`config.mk`:
```
export PLATFORM = sky130hd
export DESIGN_NAME = sprom_arbiter_flat
export DESIGN_NICKNAME = d
export VERILOG_FILES = /design/src/rtl/sprom_arbiter_if.sv /design/src/rtl/sprom_arbiter.sv /design/src/flat_wrapper.sv
export SDC_FILE = /design/constraint.sdc
export NUM_CORES = 1
export LEC_CHECK = 0
export CORE_ASPECT_RATIO = 0.9
export CORE_MARGIN = 5
export CORE_UTILIZATION = 25
export CTS_CLUSTER_SIZE = 25
export DETAILED_ROUTE_END_ITERATION = 7
export GPL_TIMING_DRIVEN = 0
export PLACE_DENSITY = 0.8
export SYNTH_ARGS = -nofsm -noshare
export SYNTH_HDL_FRONTEND = slang
export SYNTH_SLANG_ARGS = --single-unit
```
`constraint.sdc`:
```
create_clock -name CLK_I -period 3.2 [get_ports CLK_I]
set_clock_uncertainty 0.15 [all_clocks]
set_input_delay 0.8 -clock CLK_I [delete_from_list [all_inputs] [get_ports CLK_I]]
set_output_delay 0.8 -clock CLK_I [all_outputs]
set_load 0.1 [all_outputs]
```
`src/rtl/sprom_arbiter_if.sv`:
```
// Bus bundle between the requester side, the arbiter and the attached SPROM.
// The slave modport is the arbiter's view; the master modport is the environment's view.
interface sprom_arbiter_if #(
  parameter int unsigned DATA_WIDTH = 16,
  parameter int unsigned ADDR_WIDTH = 8,
  parameter int unsigned NUM_REQ    = 4
);
  logic [NUM_REQ-1:0]            REQ_I;
  logic [NUM_REQ*ADDR_WIDTH-1:0] ADDR_I;
  logic [NUM_REQ-1:0]            ACK_O;
  logic [NUM_REQ-1:0]            VALID_O;
  logic [DATA_WIDTH-1:0]         DATA_O;
  logic [ADDR_WIDTH-1:0]         ROM_RADDR_O;
  logic [DATA_WIDTH-1:0]         ROM_RDATA_I;
  logic                          BUSY_O;

  modport slave (
    input  REQ_I, ADDR_I, ROM_RDATA_I,
    output ACK_O, VALID_O, DATA_O, ROM_RADDR_O, BUSY_O
  );

  modport master (
    output REQ_I, ADDR_I, ROM_RDATA_I,
    input  ACK_O, VALID_O, DATA_O, ROM_RADDR_O, BUSY_O
  );
endinterface

```
`src/rtl/sprom_arbiter.sv`:
```
// Round-robin read arbiter sharing one SPROM between NUM_REQ requesters.
// A tag pipeline matching the ROM latency routes each returned word to its owner.
module sprom_arbiter #(
  parameter int unsigned DATA_WIDTH = 16,
  parameter int unsigned ADDR_WIDTH = 8,
  parameter string       OUTPUT_REG = "FALSE",
  parameter int unsigned NUM_REQ    = 4
) (
  input  logic           CLK_I,
  input  logic           RST_I,
  sprom_arbiter_if.slave bus
);

  // ROM read latency: address registered inside SPROM, plus optional output register.
  localparam int unsigned Lat  = (OUTPUT_REG == "TRUE") ? 2 : 1;
  localparam int unsigned IdxW = (NUM_REQ > 1) ? $clog2(NUM_REQ) : 1;

  logic [IdxW-1:0] ptr_q, ptr_d;
  logic [Lat-1:0]  vld_q, vld_d;
  logic [IdxW-1:0] idx_q [Lat];
  logic [IdxW-1:0] idx_d [Lat];

  logic            gnt;
  logic [IdxW-1:0] gnt_idx;

  // Scan requesters starting at the pointer; first one found wins.
  always_comb begin
    logic [IdxW:0]   sum;
    logic [IdxW-1:0] cand;
    logic            found;
    sum     = '0;
    cand    = '0;
    found   = 1'b0;
    gnt_idx = '0;
    for (int k = 0; k < int'(NUM_REQ); k++) begin
      sum = {1'b0, ptr_q} + (IdxW + 1)'(k);
      if (sum >= (IdxW + 1)'(NUM_REQ)) begin
        sum = sum - (IdxW + 1)'(NUM_REQ);
      end
      cand = sum[IdxW-1:0];
      if (!found && bus.REQ_I[cand]) begin
        found   = 1'b1;
        gnt_idx = cand;
      end
    end
    // No grant may be issued while reset is held.
    gnt = found && !RST_I;
  end

  // Grant strobes and ROM address mux; address is zero when idle.
  always_comb begin
    bus.ACK_O       = '0;
    bus.ROM_RADDR_O = '0;
    for (int i = 0; i < int'(NUM_REQ); i++) begin
      if (gnt && (gnt_idx == IdxW'(i))) begin
        bus.ACK_O[i]    = 1'b1;
        bus.ROM_RADDR_O = bus.ADDR_I[i*ADDR_WIDTH +: ADDR_WIDTH];
      end
    end
  end

  // Next pointer and tag pipeline shift.
  always_comb begin
    ptr_d = ptr_q;
    if (gnt) begin
      ptr_d = (gnt_idx == IdxW'(NUM_REQ - 1)) ? '0 : gnt_idx + IdxW'(1);
    end
    vld_d[0] = gnt;
    idx_d[0] = gnt_idx;
    for (int s = 1; s < int'(Lat); s++) begin
      vld_d[s] = vld_q[s-1];
      idx_d[s] = idx_q[s-1];
    end
  end

  // State registers; reset discards all in-flight reads.
  always_ff @(posedge CLK_I or posedge RST_I) begin
    if (RST_I) begin
      ptr_q <= '0;
      vld_q <= '0;
      idx_q <= '{default: '0};
    end else begin
      ptr_q <= ptr_d;
      vld_q <= vld_d;
      idx_q <= idx_d;
    end
  end

  // Last tag stage lines up with ROM data; decode it to the owner's strobe.
  always_comb begin
    bus.VALID_O = '0;
    for (int i = 0; i < int'(NUM_REQ); i++) begin
      bus.VALID_O[i] = vld_q[Lat-1] && (idx_q[Lat-1] == IdxW'(i));
    end
    bus.BUSY_O = |vld_q;
    bus.DATA_O = bus.ROM_RDATA_I;
  end

endmodule

```
`src/flat_wrapper.sv`:
```
// flat-port wrapper written by rule: the top's interface ports become plain ports
module sprom_arbiter_flat 
#(
  parameter int unsigned DATA_WIDTH = 16,
  parameter int unsigned ADDR_WIDTH = 8,
  parameter string       OUTPUT_REG = "     ",
  parameter int unsigned NUM_REQ    = 4
)
  (CLK_I, RST_I, bus_REQ_I, bus_ADDR_I, bus_ROM_RDATA_I, bus_ACK_O, bus_VALID_O, bus_DATA_O, bus_ROM_RADDR_O, bus_BUSY_O);
  sprom_arbiter_if #(.DATA_WIDTH(DATA_WIDTH), .ADDR_WIDTH(ADDR_WIDTH), .NUM_REQ(NUM_REQ)) bus_i ();
  input  logic CLK_I;
  input  logic RST_I;
  input wire logic [$bits(bus_i.REQ_I)-1:0] bus_REQ_I;
  input wire logic [$bits(bus_i.ADDR_I)-1:0] bus_ADDR_I;
  input wire logic [$bits(bus_i.ROM_RDATA_I)-1:0] bus_ROM_RDATA_I;
  output wire logic [$bits(bus_i.ACK_O)-1:0] bus_ACK_O;
  output wire logic [$bits(bus_i.VALID_O)-1:0] bus_VALID_O;
  output wire logic [$bits(bus_i.DATA_O)-1:0] bus_DATA_O;
  output wire logic [$bits(bus_i.ROM_RADDR_O)-1:0] bus_ROM_RADDR_O;
  output wire logic [$bits(bus_i.BUSY_O)-1:0] bus_BUSY_O;
  assign bus_i.REQ_I = bus_REQ_I;
  assign bus_i.ADDR_I = bus_ADDR_I;
  assign bus_i.ROM_RDATA_I = bus_ROM_RDATA_I;
  assign bus_ACK_O = bus_i.ACK_O;
  assign bus_VALID_O = bus_i.VALID_O;
  assign bus_DATA_O = bus_i.DATA_O;
  assign bus_ROM_RADDR_O = bus_i.ROM_RADDR_O;
  assign bus_BUSY_O = bus_i.BUSY_O;
  sprom_arbiter #(.DATA_WIDTH(DATA_WIDTH), .ADDR_WIDTH(ADDR_WIDTH), .OUTPUT_REG(OUTPUT_REG), .NUM_REQ(NUM_REQ)) u_core (.CLK_I(CLK_I), .RST_I(RST_I), .bus(bus_i));
endmodule
```
==> flow_summary.toml <==
[pwr]
leakagePower_nw = 0.911
combPwrFrac = 0.893
p_int_w = 0.000831
power_frac_seq = 0.066
power.switching_w = 0.00105
power_density_nw_per_um2 = 820
vdd_drop_max_v = 0.000547
swShare = 0.559
clkPwrFrac = 0.042

[drt]
antenna_left = 0
vias = 1176
avgViaCountPerCell = 5.18
drt-total-wl_mm = 5.31
avgRoutedWirePerCell_um = 23.4
first_pass_iters = 4
drt_iter0_drc = 52
drc = 0

[finish]
fin_area_um2 = 2290
drive_gt1_frac = 0.600
nNetsFinal = 244
area_growth_pct = 200
n_antenna_cell = 0

[floorplan]
ioPinCount = 87
fp.dieW_um = 68.3
coreArea_um2 = 3000
die_h_um = 62.5
design.die.area_um2 = 4270
start_util = 0.256
rows = 19

[timing]
period_share = 1.14
rsz0062_at_grt = "yes"
fmaxAchievable_mhz = 274
finalMaxSlewViolations = 0
hold_violations = 0
slew_headroom = 0.337
worst_slack_ps = -451
period_minus_slack_ps = 3650
worst_slew_pin_slew_ps = 991
finalSetupViolCount = 9

[clock_network]
cts_sinks = 5
clk_pin_slew_ps = 50
cts.path.max_buffers = 2
clock_latency_ps = 250
cts_hold_buffers = 0
cts_root_buf = "clkbuf_4"
cts_tree = "built"
cts_buffers = 3
htree_levels = 1

[critical_path]
crit_arrival_ps = 2700
r2r.worst_path.cells = 5
crit_path_top_delay_cell = "a2111oi_4"
r2r_slack_ps = 1290
cp_num_buf_inv = 5
r2r-end = "u_core.ptr_q[1]$_DFFE_PP0P_"
endpoint_kind = "output port"
cp.required_ps = 2250
worst-setup-path-type = "in -> out"
max_stage_delay_ps = 460
worstPathMaxFanout = 7
cp_top_family = "compound AO/OA/AOI/OAI gates"
startpoint_type = "input port"
r2r_start = "u_core.ptr_q[0]$_DFFE_PP0P_"
crit_path_cell_trace = "buf_8, buf_6, a21oi_2, o21a_1, o21a_4, ha_4, buf_12, buf_8, a2111oi_4, nor3_4, buf_12"

[global_routing]
grt_util_all_layers = 0.208
grt_pass1_wl_mm = 6.64
antenna_found_initial = 0
grt_pass1_vias = 1289
overflow = 0
grt_max_degree = 11

[place]
place_congestion = 0.733
dpl_worst_slack_ps = -2050
io_buffers = 70
hpwl_mm = 2.78
place_area_um2 = 1670

[run_status]
violations = "negative setup slack"
status = "complete, but fails checks"

[hold_path]
hold_start = "u_core.ptr_q[1]$_DFFE_PP0P_"
min_path_type = "reg -> reg"
whs_endpoint = "u_core.ptr_q[1]$_DFFE_PP0P_"
min_path_cells = 1

[yosys]
synth_fp_nets = 152
synth_area_um2 = 766
ys_seq_elements = 5
syn_inst = 94
yosys_warnings = 0
synth.avg_cell_area_um2 = 8.15
yosysSeqAreaShare = 0.163
synth_cell_types = 30

[flow_run]
maxCapViolCount = 0
-- state kept, by name, indices dropped and copies added (netlist names) --
| signal | cells |
|---|---|
| u_core.ptr_q | 2 |
| u_core.idx_q | 2 |
| u_core.bus.BUSY_O | 1 |
-- synthesized netlist by cell type --
master / instances / area [um2]
clkbuf_2: 1 / 5.00
a2111oi_0: 7 / 61.3
a21oi_1: 1 / 5.00
and3b_2: 6 / 60.1
nand2_1: 1 / 3.75
nand3b_1: 1 / 7.51
nor3_1: 8 / 40.0
nor2_1: 5 / 18.8
a2111oi_2: 1 / 15.0
and3b_1: 4 / 35.0
buf_4: 16 / 120
o21a_1: 2 / 15.0
and3_1: 1 / 6.26
mux2_2: 1 / 11.3
nor2b_1: 4 / 25.0
o21ai_0: 2 / 10.0
o21bai_1: 2 / 15.0
nor3b_1: 1 / 7.51
buf_6: 1 / 11.3
nand2b_1: 1 / 6.26
and2_2: 1 / 7.51
inv_1: 3 / 11.3
and2_1: 2 / 12.5
ha_1: 4 / 50.1
a32oi_1: 1 / 8.76
a21o_1: 1 / 7.51
dfrtp_1: 5 / 125
clkinv_1: 1 / 3.75
o22ai_1: 8 / 50.1
buf_2: 2 / 10.0
-- what timing repair did --
| item | 4_1_cts | 5_1_grt |
|---|---|---|
| resized for setup | 167 | 36 |
| endpoints found under the setup margin | 12 | 11 |
| buffers inserted | 14 | 4 |
| endpoints found under the hold margin | 0 | 0 |
| pin swaps | 19 | 18 |
| cloned | 0 | 0 |
-- area by class of cell --
cell class,count,area [um2]
buffer,19,165
clock buffer,4,26.3
fill,162,701
inverter,4,17.5
multi-input combinational,65,931
sequential,5,125
tap,42,52.6
timing repair buffer,88,977
-- logic make-up (layout without fill, tap and decap cells) --
| family | count (synthesis) | in the layout | synth area share |
|---|---|---|---|
| simple gates | 35 | 35 | 0.301 |
| buf+inv | 24 | 115 | 0.211 |
| mux | 1 | 1 | 0.0147 |
| compound gates | 25 | 25 | 0.245 |
| flops | 5 | 5 | 0.163 |
| fa+ha+maj | 4 | 4 | 0.0654 |
-- layout by cell type, fill, tap and decap left out, types with 2 or more instances in the layout --
master / n
clkdlybuf4s50_1: 54
buf_4: 29
buf_12: 12
and3b_2: 8
a2111oi_4: 8
nor3_4: 8
buf_6: 7
o22ai_2: 6
dfrtp_1: 5
nor2b_4: 4
ha_4: 4
buf_8: 4
inv_1: 3
clkbuf_4: 3
nor2_1: 2
o21ai_4: 2
nor2_2: 2
and2_2: 2
and3b_1: 2
-- how the worst max path moves through the flow --
stage | depth (start not counted) | end | start
5_1_grt | 11 | bus_ROM_RADDR_O[4] | bus_REQ_I[0]
3_3_place_gp | 9 | bus_ROM_RADDR_O[6] | bus_REQ_I[2]
3_5_place_dp | 9 | bus_ROM_RADDR_O[3] | bus_REQ_I[2]
6_report | 11 | bus_ROM_RADDR_O[7] | bus_REQ_I[0]
2_1_floorplan | 9 | bus_ROM_RADDR_O[0] | bus_REQ_I[2]
4_1_cts | 10 | bus_ROM_RADDR_O[2] | bus_REQ_I[0]
-- metrics by stage --
step                      utilization  total power, W  TNS, ps  hold WS, ps  instances
final                           0.766         0.00188    -3030          559        227
after global routing            0.766         0.00194    -3450          565        227
after CTS                       0.705         0.00167    -2660          489        223
after detailed placement        0.556         0.00120   -21550          432        206
after global placement          0.556         0.00118   -20410          404        206
after floorplan                     -        0.000962    -4150          376         94
-- metal layers --
metal,track usage,vias to the layer above,part of all wire
li1,-,522,-
met1,0.217,571,0.35
met2,0.378,69,0.55
met3,0.0270,14,0.056
met4,0.122,0,0.043
met5,0,-,0
-- power by group through the flow --
stage	Clock, W	Sequential [W]	Combinational (W)
after floorplan	0	0.000109	0.000853
after global placement	0	0.000107	0.00107
after detailed placement	0	0.000109	0.00110
after CTS	0.0000758	0.000114	0.00148
after global routing	0.0000819	0.000127	0.00173
final	0.0000784	0.000124	0.00168
-- worst reg2reg max path, stage by stage, from the launching register on --
cell and delay, ps:
dfrtp_1 500, inv_1 130, o21a_1 260, o21a_4 250, ha_4 250, mux2_2 260
No activity file was read; power rests on OpenSTA's default activity.
==> edit 1, RTL diff (config.mk and constraints unchanged) <==
Reset style: synchronous (`RST_I`), changed in one clocked block.
--- a/src/rtl/sprom_arbiter.sv
+++ b/src/rtl/sprom_arbiter.sv
@@ -74,7 +74,7 @@
   end
 
   // State registers; reset discards all in-flight reads.
-  always_ff @(posedge CLK_I or posedge RST_I) begin
+  always_ff @(posedge CLK_I) begin
     if (RST_I) begin
       ptr_q <= '0;
       vld_q <= '0;
Behaviour: differs if RST_I is asserted again (counterexample within 4 cycles, from zero or initial values and one cycle with RST_I high); with RST_I held inactive, the same outputs for 10 cycles.
==> edit 1 against the unedited design <==
The run still ends with negative setup slack left; largest power group unchanged; power fell by 44%; setup slack improved by 9.5 ps; sequential cell count did not move; cell area fell by 7.0%; synthesized cell count rose by 21%; critical path depth fell by 2; wire length fell by 26%; synthesized area rose by 8.2%; highest routed layer unchanged.
==> edit 1: results (changes against the unedited design) <==
[synthesis]
yosysWarningCount = 0  ; unchanged
synthAdderAreaFrac_pct = 6.04  ; -0.49 points
avgSynthCellArea_um2 = 7.27  ; -11%
async_flop_share_pct = 0  ; -100 points
seq_area_frac_synth_pct = 12.1  ; -4.3 points
synthTopCellsByArea = buf_4 (16%), a21oi_1 (12%), dfxtp_1 (12%)
synth.area.mux_share_pct = 2.42  ; +0.95 points
ys.flop_type = dfxtp_1
yosysUniqueCellTypes = 29  ; -3.3%
synth_compound_area_share_pct = 26.9  ; +2.4 points
syn-num-nets = 172  ; +13%
ys_top_cells_by_count = a21oi_1 (20), buf_4 (18), inv_1 (10), nand2_1 (10)

[power_and_ir_drop]
switchingPower_mw = 0.547  ; -48%
swShare_pct = 51.6  ; -4.3 points
power_frac_comb_pct = 81.1  ; -8.2 points
peakVddDrop_mv = 0.264  ; -52%
power.leakage_nw = 0.843  ; -7.5%
pg_seq_mw = 0.0776  ; -37%

[global_route]
grt_pass1_vias = 1163  ; -9.8%
gr-usage-all-layers_pct = 16.3  ; -4.5 points
grt_first_pass_wirelength_um = 5950  ; -10%

[route]
drt_iter0_drc = 47  ; -9.6%
wl_per_cell_um = 16.2  ; -31%
num_vias = 1119  ; -4.8%
dr.pass1.iters = 4  ; unchanged

[critical_path]
crit_start = bus_REQ_I[3]
rr_startpoint = u_core.ptr_q[1]
path_max_fanout = 6  ; -1
critical_path_arrival_ps = 2690  ; about the same
crit_end = bus_ROM_RADDR_O[3]
r2r_end = u_core.ptr_q[1]
ff2ff_setup_slack_ps = 1190  ; -100 ps
r2r.worst_path.cells = 10  ; +5

[place]
place_ws_ps = -2010  ; +41.1 ps
post-dp-hpwl_um = 2540  ; -8.6%
globalplace.congestion = 0.842  ; +15%
placed_area_mm2 = 0.00170  ; +2.0%
placed_cells = 226  ; +9.7%
port_buffers = 70  ; unchanged

[sta]
tns_ps = -3010  ; +11.7 ps
holdWs_ps = 519  ; -40.8 ps
fin_ws_ps = -442  ; +9.50 ps
relSlewSlack_pct = 34.9  ; +1.2 points
setup_viol = 9  ; unchanged

[run_status]
status = finished, violations left
violations = negative setup slack

[cts]
cts_buffer_depth = 2  ; unchanged
post_cts_buffers = 14  ; unchanged
ctsResizeCount = 151  ; -9.6%
root_buffer = clkbuf_8
clk_pin_slew_ps = 40
worstSkewPairLatency_ps = 230  ; -20 ps

[cells_and_area]
n_fill_cell = 240  ; +48%
drive_gt1_share_pct = 45.2  ; -15 points
fin_cells = 241  ; +6.2%
fin_nets = 258  ; +5.7%

[hold_path]
worstHoldEndpoint = u_core.ptr_q[0]
whs_path_depth = 3  ; +2
hold_start = u_core.ptr_q[0]

## edit 1: cell count changes after synthesis, sizes merged, moves of 7 or more
cell     before  now
a21oi         1   20
nand3b        1    8
a221o         0    8
inv           3   11
nor3          8    1
nand2         1   10
a2111oi       8    0
and3b        10    1
o22ai         8    1
## edit 1: cell type report
type / count / area (um^2) / share of cell area [%]
Timing Repair Buffer: 84 / 951 / 44.6
Multi-Input combinational cell: 74 / 761 / 35.7
Buffer: 21 / 178 / 8.33
Sequential cell: 5 / 100 / 4.69
Tap cell: 42 / 52.6 / 2.46
Inverter: 11 / 46.3 / 2.17
Clock buffer: 4 / 45.0 / 2.11
## edit 1: routing by layer
layer	vias up	GRT usage, %	part of all wire, %
li1	553	-	-
met1	524	18.5	39
met2	36	31.4	55
met3	6	2.32	4.8
met4	0	4.93	1.3
met5	-	0	0
## edit 1: worst max-delay path: stages
cell and delay, ps:
buf_2 230, nor2_4 90, or3_4 390, ha_4 190
buf_6 130, buf_8 120, a221o_1 380, a21oi_4 180
buf_12 190
==> edit 2, RTL diff (same flow settings) <==
Without the edit above. `NUM_REQ` is set to 4 in 3 places; all go to 2.
--- a/src/rtl/sprom_arbiter_if.sv
+++ b/src/rtl/sprom_arbiter_if.sv
@@ -3,7 +3,7 @@
 interface sprom_arbiter_if #(
   parameter int unsigned DATA_WIDTH = 16,
   parameter int unsigned ADDR_WIDTH = 8,
-  parameter int unsigned NUM_REQ    = 4
+  parameter int unsigned NUM_REQ    = 2
 );
   logic [NUM_REQ-1:0]            REQ_I;
   logic [NUM_REQ*ADDR_WIDTH-1:0] ADDR_I;
--- a/src/rtl/sprom_arbiter.sv
+++ b/src/rtl/sprom_arbiter.sv
@@ -4,7 +4,7 @@
   parameter int unsigned DATA_WIDTH = 16,
   parameter int unsigned ADDR_WIDTH = 8,
   parameter string       OUTPUT_REG = "FALSE",
-  parameter int unsigned NUM_REQ    = 4
+  parameter int unsigned NUM_REQ    = 2
 ) (
   input  logic           CLK_I,
   input  logic           RST_I,
--- a/src/flat_wrapper.sv
+++ b/src/flat_wrapper.sv
@@ -4,7 +4,7 @@
   parameter int unsigned DATA_WIDTH = 16,
   parameter int unsigned ADDR_WIDTH = 8,
   parameter string       OUTPUT_REG = "     ",
-  parameter int unsigned NUM_REQ    = 4
+  parameter int unsigned NUM_REQ    = 2
 )
   (CLK_I, RST_I, bus_REQ_I, bus_ADDR_I, bus_ROM_RDATA_I, bus_ACK_O, bus_VALID_O, bus_DATA_O, bus_ROM_RADDR_O, bus_BUSY_O);
   sprom_arbiter_if #(.DATA_WIDTH(DATA_WIDTH), .ADDR_WIDTH(ADDR_WIDTH), .NUM_REQ(NUM_REQ)) bus_i ();
Ports: changed (resized bus_ACK_O, bus_ADDR_I, bus_REQ_I and bus_VALID_O); port bits go from 87 to 65. The function was not compared with the original's and may differ.
==> edit 2 against the unedited design <==
Wire length decreased by 66%; sequential cell count fell by 2; final cell count decreased by 39%; global-route usage down 9.6 points; setup slack better by 600 ps; power is 77% lower; synthesized area is 30% lower; cell area shrank 53%; critical path depth decreased by 6; largest cell class unchanged; highest routed layer unchanged.
==> edit 2: results (changes against the unedited design) <==
[hold_path]
whs_path_depth = 1  ; unchanged
worstHoldEndpoint = u_core.ptr_q
hp-class = register to register
hold_start = u_core.ptr_q

[sta]
holdWs_ps = 441  ; -119 ps
worst_pin_slew_ps = 990  ; -0.938 ps

[place]
place_ws_ps = -794  ; +1260 ps
post-dp-hpwl_um = 1520  ; -45%
globalplace.congestion = 0.726  ; -1.0%
placed_area_mm2 = 0.00105  ; -37%
port_buffers = 48  ; -31%
placed_cells = 134  ; -35%

[critical_path]
path_max_fanout = 10  ; +3
rr_startpoint = u_core.ptr_q
slowest_stage = clkdlybuf4s50_1
slowest_delay_ps = 450
critical_path.top_delay_family = buffers and inverters
r2r.worst_path.cells = 3  ; -2
r2r_end = u_core.idx_q
ff2ff_setup_slack_ps = 2130  ; +840 ps
critical_path_arrival_ps = 2100  ; -600 ps

[synthesis]
ys.flop_type = dfrtp_1
async_flop_share_pct = 100  ; unchanged
yosysWarningCount = 0  ; unchanged
synthTopCellsByArea = o32ai_2 (24%), buf_4 (22%), nand2b_1 (20%)
syn-num-nets = 97  ; -36%
seq_area_frac_synth_pct = 14.1  ; -2.3 points
ys_top_cells_by_count = nand2b_1 (17), buf_4 (16), o32ai_2 (8)
syn_inst = 61  ; -35%
yosysUniqueCellTypes = 15  ; -50%

[cells_and_area]
drive_gt1_share_pct = 40.7  ; -19 points
fin_nets = 150  ; -39%
n_antenna_cell = 0  ; unchanged

[cts]
clk_pin_slew_ps = 40
cts_buffers = 3  ; unchanged
htree_levels = 1  ; unchanged
cts_buffer_depth = 2  ; unchanged
root_buffer = clkbuf_4
worstSkewPairLatency_ps = 240

[power_and_ir_drop]
power.leakage_nw = 0.457  ; -50%
peakVddDrop_mv = 0.261  ; -52%

[global_route]
grt_pass1_vias = 618  ; -52%
antenna_found_initial = 0  ; unchanged
grt_first_pass_wirelength_um = 2660  ; -60%
grt_max_degree = 11  ; unchanged
gr-usage-all-layers_pct = 11.2  ; -9.6 points

[route]
wl_per_cell_um = 12.9  ; -45%
drt_iter0_drc = 9  ; -83%
drt_wl_total_um = 1780  ; -66%
dr.pass1.iters = 4  ; unchanged
detail_route.vias_per_cell = 4.36  ; -16%

[run_status]
status = completed

==> edit 2: cell types whose count changed after synthesis, sizes merged, moves of 2 or more <==
cell | before | now
o32ai | 0 | 8
o22ai | 8 | 0
dfrtp | 5 | 3
ha | 4 | 0
a2111oi | 8 | 0
and3b | 10 | 0
o21ai | 2 | 0
and2 | 3 | 1
o21a | 2 | 0
nor2b | 4 | 2
o21bai | 2 | 0
nor3 | 8 | 0
nand2b | 1 | 17
==> edit 2: final cells by class <==
| type | count | area, um^2 |
|---|---|---|
| Tap cell | 25 | 31.3 |
| Inverter | 2 | 7.51 |
| Multi-Input combinational cell | 36 | 303 |
| Timing Repair Buffer | 48 | 483 |
| Buffer | 20 | 153 |
| Sequential cell | 3 | 75.1 |
| Fill cell | 192 | 892 |
| Clock buffer | 4 | 26.3 |
==> edit 2: kinds of logic (layout without fill, tap and decap cells) <==
logic type / Yosys count / after routing / synth area share, %
AND/OR/NAND/NOR: 26 / 26 / 28.1
AO/OA/AOI/OAI: 10 / 10 / 28.1
flip-flops: 3 / 3 / 14.1
buffers and inverters: 22 / 74 / 29.7
==> edit 2: worst max path at each step <==
stage / startpoint / to / slack (ps)
floorplan: bus_REQ_I[0] / bus_ROM_RADDR_O[0] / -120
global placement: RST_I / bus_ROM_RADDR_O[7] / -750
detailed placement: RST_I / bus_ROM_RADDR_O[6] / -790
CTS: bus_REQ_I[0] / bus_ACK_O[1] / 10
global route: RST_I / bus_ROM_RADDR_O[6] / 30
finish: bus_REQ_I[0] / bus_ROM_RADDR_O[6] / 150
==> edit 2: power breakdown <==
| group | switching (mW) | internal, mW | total [mW] | leakage [nW] |
|---|---|---|---|---|
| sequential | 0.00432 | 0.0427 | 0.0470 | 0.0368 |
| clock | 0.0225 | 0.0469 | 0.0694 | 0.0150 |
| combinational | 0.215 | 0.0973 | 0.313 | 0.405 |
==> edit 2: routing by layer <==
metal / routed length (um) / vias up / track usage [%]
li1: - / 292 / -
met1: 615 / 262 / 12.0
met2: 858 / 44 / 18.4
met3: 281 / 4 / 6.71
met4: 27 / 0 / 3.40
met5: 0 / - / 0
==> edit 2: repair_timing <==
| action | CTS | global route |
|---|---|---|
| endpoints found under the setup margin | 10 | 10 |
| hold buffers | 0 | 0 |
| gates resized for setup | 57 | 12 |
| buffers inserted | 0 | 0 |
